`src/rtl/mux_rr_arbiter.sv`:
```
// Round-robin arbiter and sequencer for the shared 16:1 mux datapath.
// Grants one requester at a time, bounded by MAX_HOLD cycles while contested.
module mux_rr_arbiter #(
    parameter int unsigned N_REQ    = 16,
    parameter int unsigned SEL_W    = 4,
    parameter int unsigned MAX_HOLD = 8
) (
    input  logic             clk,
    input  logic             rst_n,
    input  logic             en,
    input  logic [N_REQ-1:0] req,
    output logic [SEL_W-1:0] sel,
    output logic [N_REQ-1:0] grant,
    output logic             valid
);

    localparam int unsigned       HOLD_W   = $clog2(MAX_HOLD + 1);
    localparam logic [HOLD_W-1:0] HOLD_MAX = HOLD_W'(MAX_HOLD);
    localparam logic [HOLD_W-1:0] HOLD_ONE = HOLD_W'(1);
    localparam logic [SEL_W-1:0]  PTR_RST  = SEL_W'(N_REQ - 1);

    typedef enum logic {
        IDLE,
        GRANT
    } state_t;

    state_t             state;
    state_t             state_nxt;
    logic [SEL_W-1:0]   ptr;
    logic [SEL_W-1:0]   ptr_nxt;
    logic [SEL_W-1:0]   sel_nxt;
    logic [SEL_W-1:0]   win;
    logic [HOLD_W-1:0]  hold_cnt;
    logic [HOLD_W-1:0]  hold_nxt;
    logic [N_REQ-1:0]   grant_nxt;
    logic               valid_nxt;
    logic               any_req;
    logic               cur_req;
    logic               others;
    logic               start;
    logic               rewind;

    // In GRANT the registered one-hot grant marks the current grantee.
    assign any_req = |req;
    assign cur_req = |(req & grant);
    assign others  = |(req & ~grant);

    // Scan ptr+1, ptr+2, ... wrapping; ptr itself is examined last.
    always_comb begin
        logic             found;
        logic [SEL_W-1:0] idx;
        found = 1'b0;
        idx   = '0;
        win   = ptr;
        for (int unsigned k = 1; k <= N_REQ; k++) begin
            idx = SEL_W'((32'(ptr) + k) % N_REQ);
            if (!found && req[idx]) begin
                found = 1'b1;
                win   = idx;
            end
        end
    end

    always_ff @(posedge clk or negedge rst_n) begin
        if (!rst_n) begin
            state <= IDLE;
        end else begin
            state <= state_nxt;
        end
    end

    always_comb begin
        state_nxt = state;
        start     = 1'b0;
        rewind    = 1'b0;
        case (state)
            IDLE: begin
                if (en && any_req) begin
                    state_nxt = GRANT;
                    start     = 1'b1;
                end
            end
            GRANT: begin
                if (!en) begin
                    state_nxt = IDLE;
                end else if (!cur_req) begin
                    if (any_req) begin
                        start = 1'b1;
                    end else begin
                        state_nxt = IDLE;
                    end
                end else if (hold_cnt == HOLD_MAX) begin
                    if (others) begin
                        start = 1'b1;
                    end else begin
                        rewind = 1'b1;
                    end
                end
            end
            default: state_nxt = IDLE;
        endcase
    end

    always_comb begin
        sel_nxt   = sel;
        ptr_nxt   = ptr;
        hold_nxt  = hold_cnt;
        grant_nxt = grant;
        valid_nxt = valid;
        if (start) begin
            sel_nxt        = win;
            ptr_nxt        = win;
            hold_nxt       = HOLD_ONE;
            grant_nxt      = '0;
            grant_nxt[win] = 1'b1;
            valid_nxt      = 1'b1;
        end else if (state_nxt == IDLE) begin
            hold_nxt  = '0;
            grant_nxt = '0;
            valid_nxt = 1'b0;
        end else if (rewind) begin
            hold_nxt = HOLD_ONE;
        end else if (hold_cnt != HOLD_MAX) begin
            hold_nxt = hold_cnt + HOLD_ONE;
        end
    end

    always_ff @(posedge clk or negedge rst_n) begin
        if (!rst_n) begin
            sel      <= '0;
            grant    <= '0;
            valid    <= 1'b0;
            hold_cnt <= '0;
            ptr      <= PTR_RST;
        end else begin
            sel      <= sel_nxt;
            grant    <= grant_nxt;
            valid    <= valid_nxt;
            hold_cnt <= hold_nxt;
            ptr      <= ptr_nxt;
        end
    end

    a_onehot0 : assert property (@(posedge clk) disable iff (!rst_n) $onehot0(grant));
    a_valid_grant : assert property (@(posedge clk) disable iff (!rst_n)
        valid == (grant != '0));

endmodule

```
`config.mk`:
```
export PLATFORM = sky130hd
export DESIGN_NAME = mux_rr_arbiter
export DESIGN_NICKNAME = d
export VERILOG_FILES = /design/src/rtl/mux_rr_arbiter.sv
export SDC_FILE = /design/constraint.sdc
export NUM_CORES = 1
export LEC_CHECK = 0
export CELL_PAD_IN_SITES_DETAIL_PLACEMENT = 1
export CELL_PAD_IN_SITES_GLOBAL_PLACEMENT = 2
export CORE_MARGIN = 2
export CORE_UTILIZATION = 35
export DETAILED_ROUTE_END_ITERATION = 6
export GPL_TIMING_DRIVEN = 0
export MAX_ROUTING_LAYER = met4
export PLACE_DENSITY = 0.83
export SLEW_MARGIN = 20
export SYNTH_ARGS = -nofsm -noshare
export SYNTH_HDL_FRONTEND = slang
export SYNTH_SLANG_ARGS = --single-unit
```
`constraint.sdc`:
```
create_clock -name clk -period 6.7 [get_ports clk]
set_input_delay 0.67 -clock clk [delete_from_list [all_inputs] [get_ports clk]]
set_output_delay 0.67 -clock clk [all_outputs]
set_load 0.02 [all_outputs]
```
---- After elaboration in Yosys (flattened, before gate mapping) ----
Cells that the tools add are included.
Widths: inputs -> output; s select.
storage, ports and cells
  register bits ........................... 30
  bits in latches ......................... 0
  RAM bits ................................ 0
  memory bits (read-only) ................. 0
  bits of input ports ..................... 19
  output and inout bits ................... 21
  word-level logic and storage cells ...... 172
  memories ................................ 0
cells by class
  add/subtract/negate cells ............... 17
  multipliers ............................. 0
  div/mod/pow operators ................... 0
  $lt $le $gt $ge ......................... 18
  equality and inequality tests ........... 4
  shift operators ......................... 0
  mux-type cells .......................... 88
  bitwise logic cells ..................... 4
  reductions and logical operators ........ 35
operators with widths
  kind                 number
  $lt 4x5->1 const B   17
  $mux 4               20
  $bmux 1 s4           16
  $reduce_or 16->1     3
  $mux 1               47
  $add 4x4->4 const B  8
  $and 16x16->16       2
  $mux 16              2
  $logic_and 1x1->1    17
  $add 4x3->4 const B  4
  $not 16->16          1
  $logic_not 1->1      15
  $add 4x1->4 const B  3
  $add 4x2->4 const B  2
  $demux 1 s4          1
  $eq 4x4->1 const B   1
  $ge 4x1->1 const B   1
  $ne 4x1->1 const B   1
  $ne 4x4->1 const B   1
  $pmux 1 s2           2
  $ne 2x1->1 const B   1
  $not 1->1            1

---- Longest topological paths before layout ----
  word-level depth ........................ 54
  depth in mapped cells ................... 22
  gate-level depth less buffers ........... 12

---- Least setup slack after synthesis ----
Ideal clock, no wire load.
  path type ............................... register -> register
  start ................................... reg ptr[1]
  end ..................................... reg grant[1]
  setup time .............................. 0.067 ns
  arrival ................................. 5.639 ns
  required time ........................... 6.633 ns
  setup slack ............................. 0.994 ns
  cell stages (with the launch flop) ...... 22
  path buffers ............................ 9
  clock period less this slack ............ 5.706 ns
  path through ............................ dfstp_2 > clkbuf_1 > clkbuf_1 > buf_2 > clkbuf_1 > inv_1 > ha_1 > buf_6 > buf_6 > buf_6 > mux2_1 > mux4_2 > a222oi_1 > nand3_1 > or4b_4 > or2_4 > nor3_4 > o211a_1 > o31a_1 > buf_4 > buf_4 > a41o_1
between the ends
  longest elaborated chain between the ends .. 54
  elaborated cells on any way between the ends .. 115
  those cells by class .................... add/sub (16); order compare (2); mux (66); reduce/logical (31)
RTL lines
  element                                                                RTL line  source
  from (decl)                                                            29        logic [SEL_W-1:0] ptr;
  from (signal assigned)                                                 140       ptr <= ptr_nxt;
  $add 4x1->4                                                            56        idx = SEL_W'((32'(ptr) + k) % N_REQ);
  $bmux 1 s4                                                             57        if (!found && req[idx]) begin
  $mux 1 (not written as such)                                           57
  $mux 1                                                                 57
  $logic_not 1->1                                                        57
  $logic_and 1x1->1                                                      57
  $mux 1                                                                 57
  $logic_not 1->1                                                        57
  [... 38 more ...]                                                      n/a
  $logic_not 1->1                                                        57
  $logic_and 1x1->1                                                      57
  $mux 4 *                                                               57
  $lt 4x5->1 (not written as such) / $ge 4x1->1 (equally long branches)  115       grant_nxt[win] = 1'b1;
  $logic_and 1x1->1 (not written as such)                                115
  $mux 1 (not written as such)                                           115
  $demux 1 s4 *                                                          115
  $mux 16 *                                                              110       if (start) begin
  to (signal assigned)                                                   137       grant <= grant_nxt;
  to (decl)                                                              13        output logic [N_REQ-1:0] grant,
Every way passes the cells marked *; elsewhere a longest branch is shown, timed or not. The select of a mux whose other input is x is not followed.
A chain may end at the register's enable or synchronous reset.

---- Worst setup path in the final report ----
  start ................................... reg ptr[1]
  end ..................................... reg grant[13]
Same word-level chain as after synthesis.

==> results list <==
* Max-cap violation count: 0
- In this run the vertical extent of the chip is 114 um.
* Critical path startpoint category: register
- Summing all non-filler instances in the final layout gives an area of 4880 um2.
- The detail route stage leaves a number of antenna-violating nets equal to 0.
- The final number of max-transition violations is 0.
- Post-Synth Simple-Gate Area: between 10% and 20%
- The floorplan has 40 rows.
- XOR/XNOR Fraction of Synth Area: 3.11%
- Synthesized instance count: 497
- Setup violations remaining at the end of the flow were counted as 0.
* Number of clock sinks seen by CTS: 30
* Number of clock buffers inserted by TritonCTS: 5
- Leaving out fill and tap cells, the most frequent cell in the layout is sky130_fd_sc_hd__nand2_1.
- Final Skew: 0.00151 ns
- On the final layout, the worst hold slack is 0.431 ns.
- Buffers placed on the I/O ports in this run total 29.
* Status: completed
- Detailed placement finished with a half-perimeter wire length of between 10000 and 15000 um.
* Arithmetic-cell share of the synthesized area counting full adders, half adders and majority gates: 2.96%
- Max transition margin: 35.6%
* Vias in the first global route: 4481
* Shortest period the worst path allows: 6.38 ns
- The initial antenna violation count is 0.
- Summing the areas of all compound-gate instances in the mapped netlist gives 23.8% of the synthesized area.
- Setup ws final: 0.323 ns
- Share of flip-flops with an asynchronous set or reset: 100%
- Across every metal layer, demand over resource in global routing totals 26.6%.
- Entering global routing, the biggest net connects 31 pins.
- Fraction of layout instances using a drive strength above 1: about 17%
* Highest metal used: met4
- A synthesized cell averages 8.50 um2.
- Period utilization: 95.2%
- Htree depth: 2
- The detailed router put a total of 7620 um of wire on met1.
* Initial Util: between 30% and 40%
- Detailed-router iteration count before antenna repair: 5
- Start-to-end type of the worst setup path: register to register
- Crit-path max FO: 19
- # IOs: 40
- Synthesis-to-layout area growth: 15.6%
- Total number of yosys warnings: 0
- The floorplan step defined a die boundary enclosing 13000 um2.
* Post-synthesis cell area: 4220 um2
- Bufs on Longest Clock Path: 2
- The die is 114 um wide.
- Global-route wire length before repair: roughly 26000 um
- After global routing the overflow that remains totals 0.
* Met3 wire length: 717 um
* Worst slack at placement: -0.720 ns
- Post-synth top flop: sky130_fd_sc_hd__dfrtp_1
* Placer congestion estimate: 0.914
- Post-synthesis cell type count: 69
- After detailed routing, the average wire length per cell comes to roughly 24 um.
- Across all layers, the routed design uses 4436 vias.
- Count of unresolved DRC violations after routing: 0
- Hold-fix buffer count after cts: 0
* Antenna diode count: 0
- Metal2 WL: between 7000 and 8000 um
- The core region is 11900 um2.
- Number of DRC markers after the initial detailed-route iteration: 280
* Nature of the critical path endpoint: register
- TritonCTS clock tree: yes
* Worst endpoint required time: 6.87 ns
* Endpoint arrival time on the critical path: between 6 and 7 ns
- Slack of the worst reg-to-reg path: 0.32 ns
- After detailed routing, the number of vias per cell comes to 6.51.
* CTS root buffer: sky130_fd_sc_hd__clkbuf_16
- The total count of hold-check failures in the final report was 0.
* Setup total negative slack: 0 ns
- Placed instance area: 4690 um2
* Fin nets: 562
* Combinational family with the most area after synthesis: multiplexers
- Worst Max-Slew Pin Slew: 0.959 ns
* Number of synthesized register bits: 30
* Clock Pin Slew Worst Setup and Hold Paths: about 0.050 ns
- Fill cells in the final layout number 1457.
- Hold Crit Class: input pin to asynchronous set/reset pin
- Count of flip-flops with a built-in enable after synthesis: 0
* Sequential area share after synthesis: between 15 and 20%
- Highest-count cells in the layout ignoring fill and taps: sky130_fd_sc_hd__nand2_1 (46), sky130_fd_sc_hd__nor2_1 (32), sky130_fd_sc_hd__clkbuf_1 (29)
* Total detailed-routing wirelength: 16600 um
- Derived from the worst setup path, the maximum achievable clock frequency is 0.157 GHz.
- Clock latency on the worst-skew pair: about 0.28 ns
* Mapped Nets: ~530
* Mux share of post-synthesis cell area: 26.7%
==> metal layers <==
| layer | vias up | global-route usage, % |
|---|---|---|
| li1 | 1980 | - |
| met1 | 2274 | 36.0 |
| met2 | 152 | 41.6 |
| met3 | 30 | 2.66 |
| met4 | 0 | 10.1 |
| met5 | - | - |
==> registers in the layout, indices dropped and copies added, names as in the netlist <==
register / cells
grant: 16
hold_cnt: 4
ptr: 4
sel: 4
state: 1
valid: 1
==> worst max-delay path: stages (launching register included) <==
cell	delay, ns
sky130_fd_sc_hd__dfstp_2	0.59
sky130_fd_sc_hd__clkbuf_1	0.30
sky130_fd_sc_hd__clkbuf_2	0.36
sky130_fd_sc_hd__buf_4	0.36
sky130_fd_sc_hd__inv_1	0.26
sky130_fd_sc_hd__ha_1	0.36
sky130_fd_sc_hd__buf_6	0.16
sky130_fd_sc_hd__buf_6	0.18
sky130_fd_sc_hd__buf_6	0.17
sky130_fd_sc_hd__mux2_1	0.32
sky130_fd_sc_hd__mux4_2	0.58
sky130_fd_sc_hd__a222oi_1	0.33
sky130_fd_sc_hd__buf_4	0.20
sky130_fd_sc_hd__clkbuf_1	0.35
sky130_fd_sc_hd__a22oi_1	0.12
sky130_fd_sc_hd__o211a_1	0.16
sky130_fd_sc_hd__a2111oi_1	0.43
sky130_fd_sc_hd__o221ai_1	0.31
sky130_fd_sc_hd__a31o_2	0.37
sky130_fd_sc_hd__o41ai_1	0.32
==> logic make-up (layout without fill, tap and decap cells) <==
| kind of cell | count (synthesis) | in the layout |
|---|---|---|
| fa+ha+maj | 10 | 10 |
| mux | 79 | 79 |
| xor+xnor | 15 | 15 |
| buf+inv | 70 | 107 |
| compound gates | 137 | 137 |
| flops | 30 | 30 |
| simple gates | 156 | 156 |
==> area by class of cell <==
| type | instances | area, um2 | share of cell area (%) |
|---|---|---|---|
| buffer | 43 | 203 | 4.15 |
| clock inverter | 3 | 40.0 | 0.820 |
| inverter | 26 | 97.6 | 2.00 |
| tap | 147 | 184 | 3.77 |
| sequential | 30 | 756 | 15.5 |
| timing repair buffer | 30 | 293 | 6.00 |
| clock buffer | 5 | 125 | 2.56 |
| multi-input combinational | 397 | 3180 | 65.2 |
==> what timing repair did <==
action / in CTS / in global routing
buffers inserted: 0 / 1
endpoints found under the setup margin: 24 / 21
pin swaps: 0 / 1
cloned: 0 / 0
resized for setup: 3 / 2
==> synth_stat cells (all sizes together) (4+ instances only) <==
cell / n / area [um2]
inv: 26 / 97.6
nor2b: 4 / 25.0
or2: 4 / 27.5
nand3: 26 / 130
clkbuf: 31 / 116
o21ai: 17 / 85.1
nand2b: 4 / 25.0
a21oi: 28 / 140
dfrtp: 26 / 651
nand2: 46 / 173
nor2: 32 / 120
xnor2: 10 / 87.6
xor2: 5 / 43.8
a221oi: 8 / 70.1
nor4: 5 / 31.3
mux2: 28 / 315
a41o: 8 / 80.1
ha: 10 / 125
nor3: 10 / 66.3
nand4: 5 / 31.3
a211oi: 5 / 37.5
a31oi: 5 / 37.5
o41ai: 8 / 77.6
dfstp: 4 / 105
buf: 13 / 86.3
mux2i: 27 / 270
mux4: 24 / 541
a22oi: 10 / 80.1
o22ai: 9 / 56.3
and2: 8 / 50.1
==> final timing paths <==
| check | from | endpoint | cells after the start |
|---|---|---|---|
| worst max-delay path | ptr[1]$_DFFE_PN1P_ | grant[13]$_DFFE_PN0P_ | 19 |
| worst min-delay path | rst_n | sel[1]$_DFFE_PN0P_ | 1 |
| worst max register to register | ptr[1]$_DFFE_PN1P_ | grant[13]$_DFFE_PN0P_ | 19 |
| worst min register to register | sel[0]$_DFFE_PN0P_ | sel[0]$_DFFE_PN0P_ | 1 |
| max in group asynchronous | rst_n | grant[5]$_DFFE_PN0P_ | 1 |
| min in group clk | sel[0]$_DFFE_PN0P_ | sel[0]$_DFFE_PN0P_ | 1 |
==> per-stage QoR <==
step / util (%) / cells
after floorplan: - / 497
after global routing: 41.0 / 681
after global placement: 39.4 / 673
after CTS: 40.9 / 680
final: 41.0 / 681
after detailed placement: 39.4 / 673
Power is left out: the tool's default activity adds up to more than one toggle a clock period on the data nets, which glitch-free logic cannot reach.
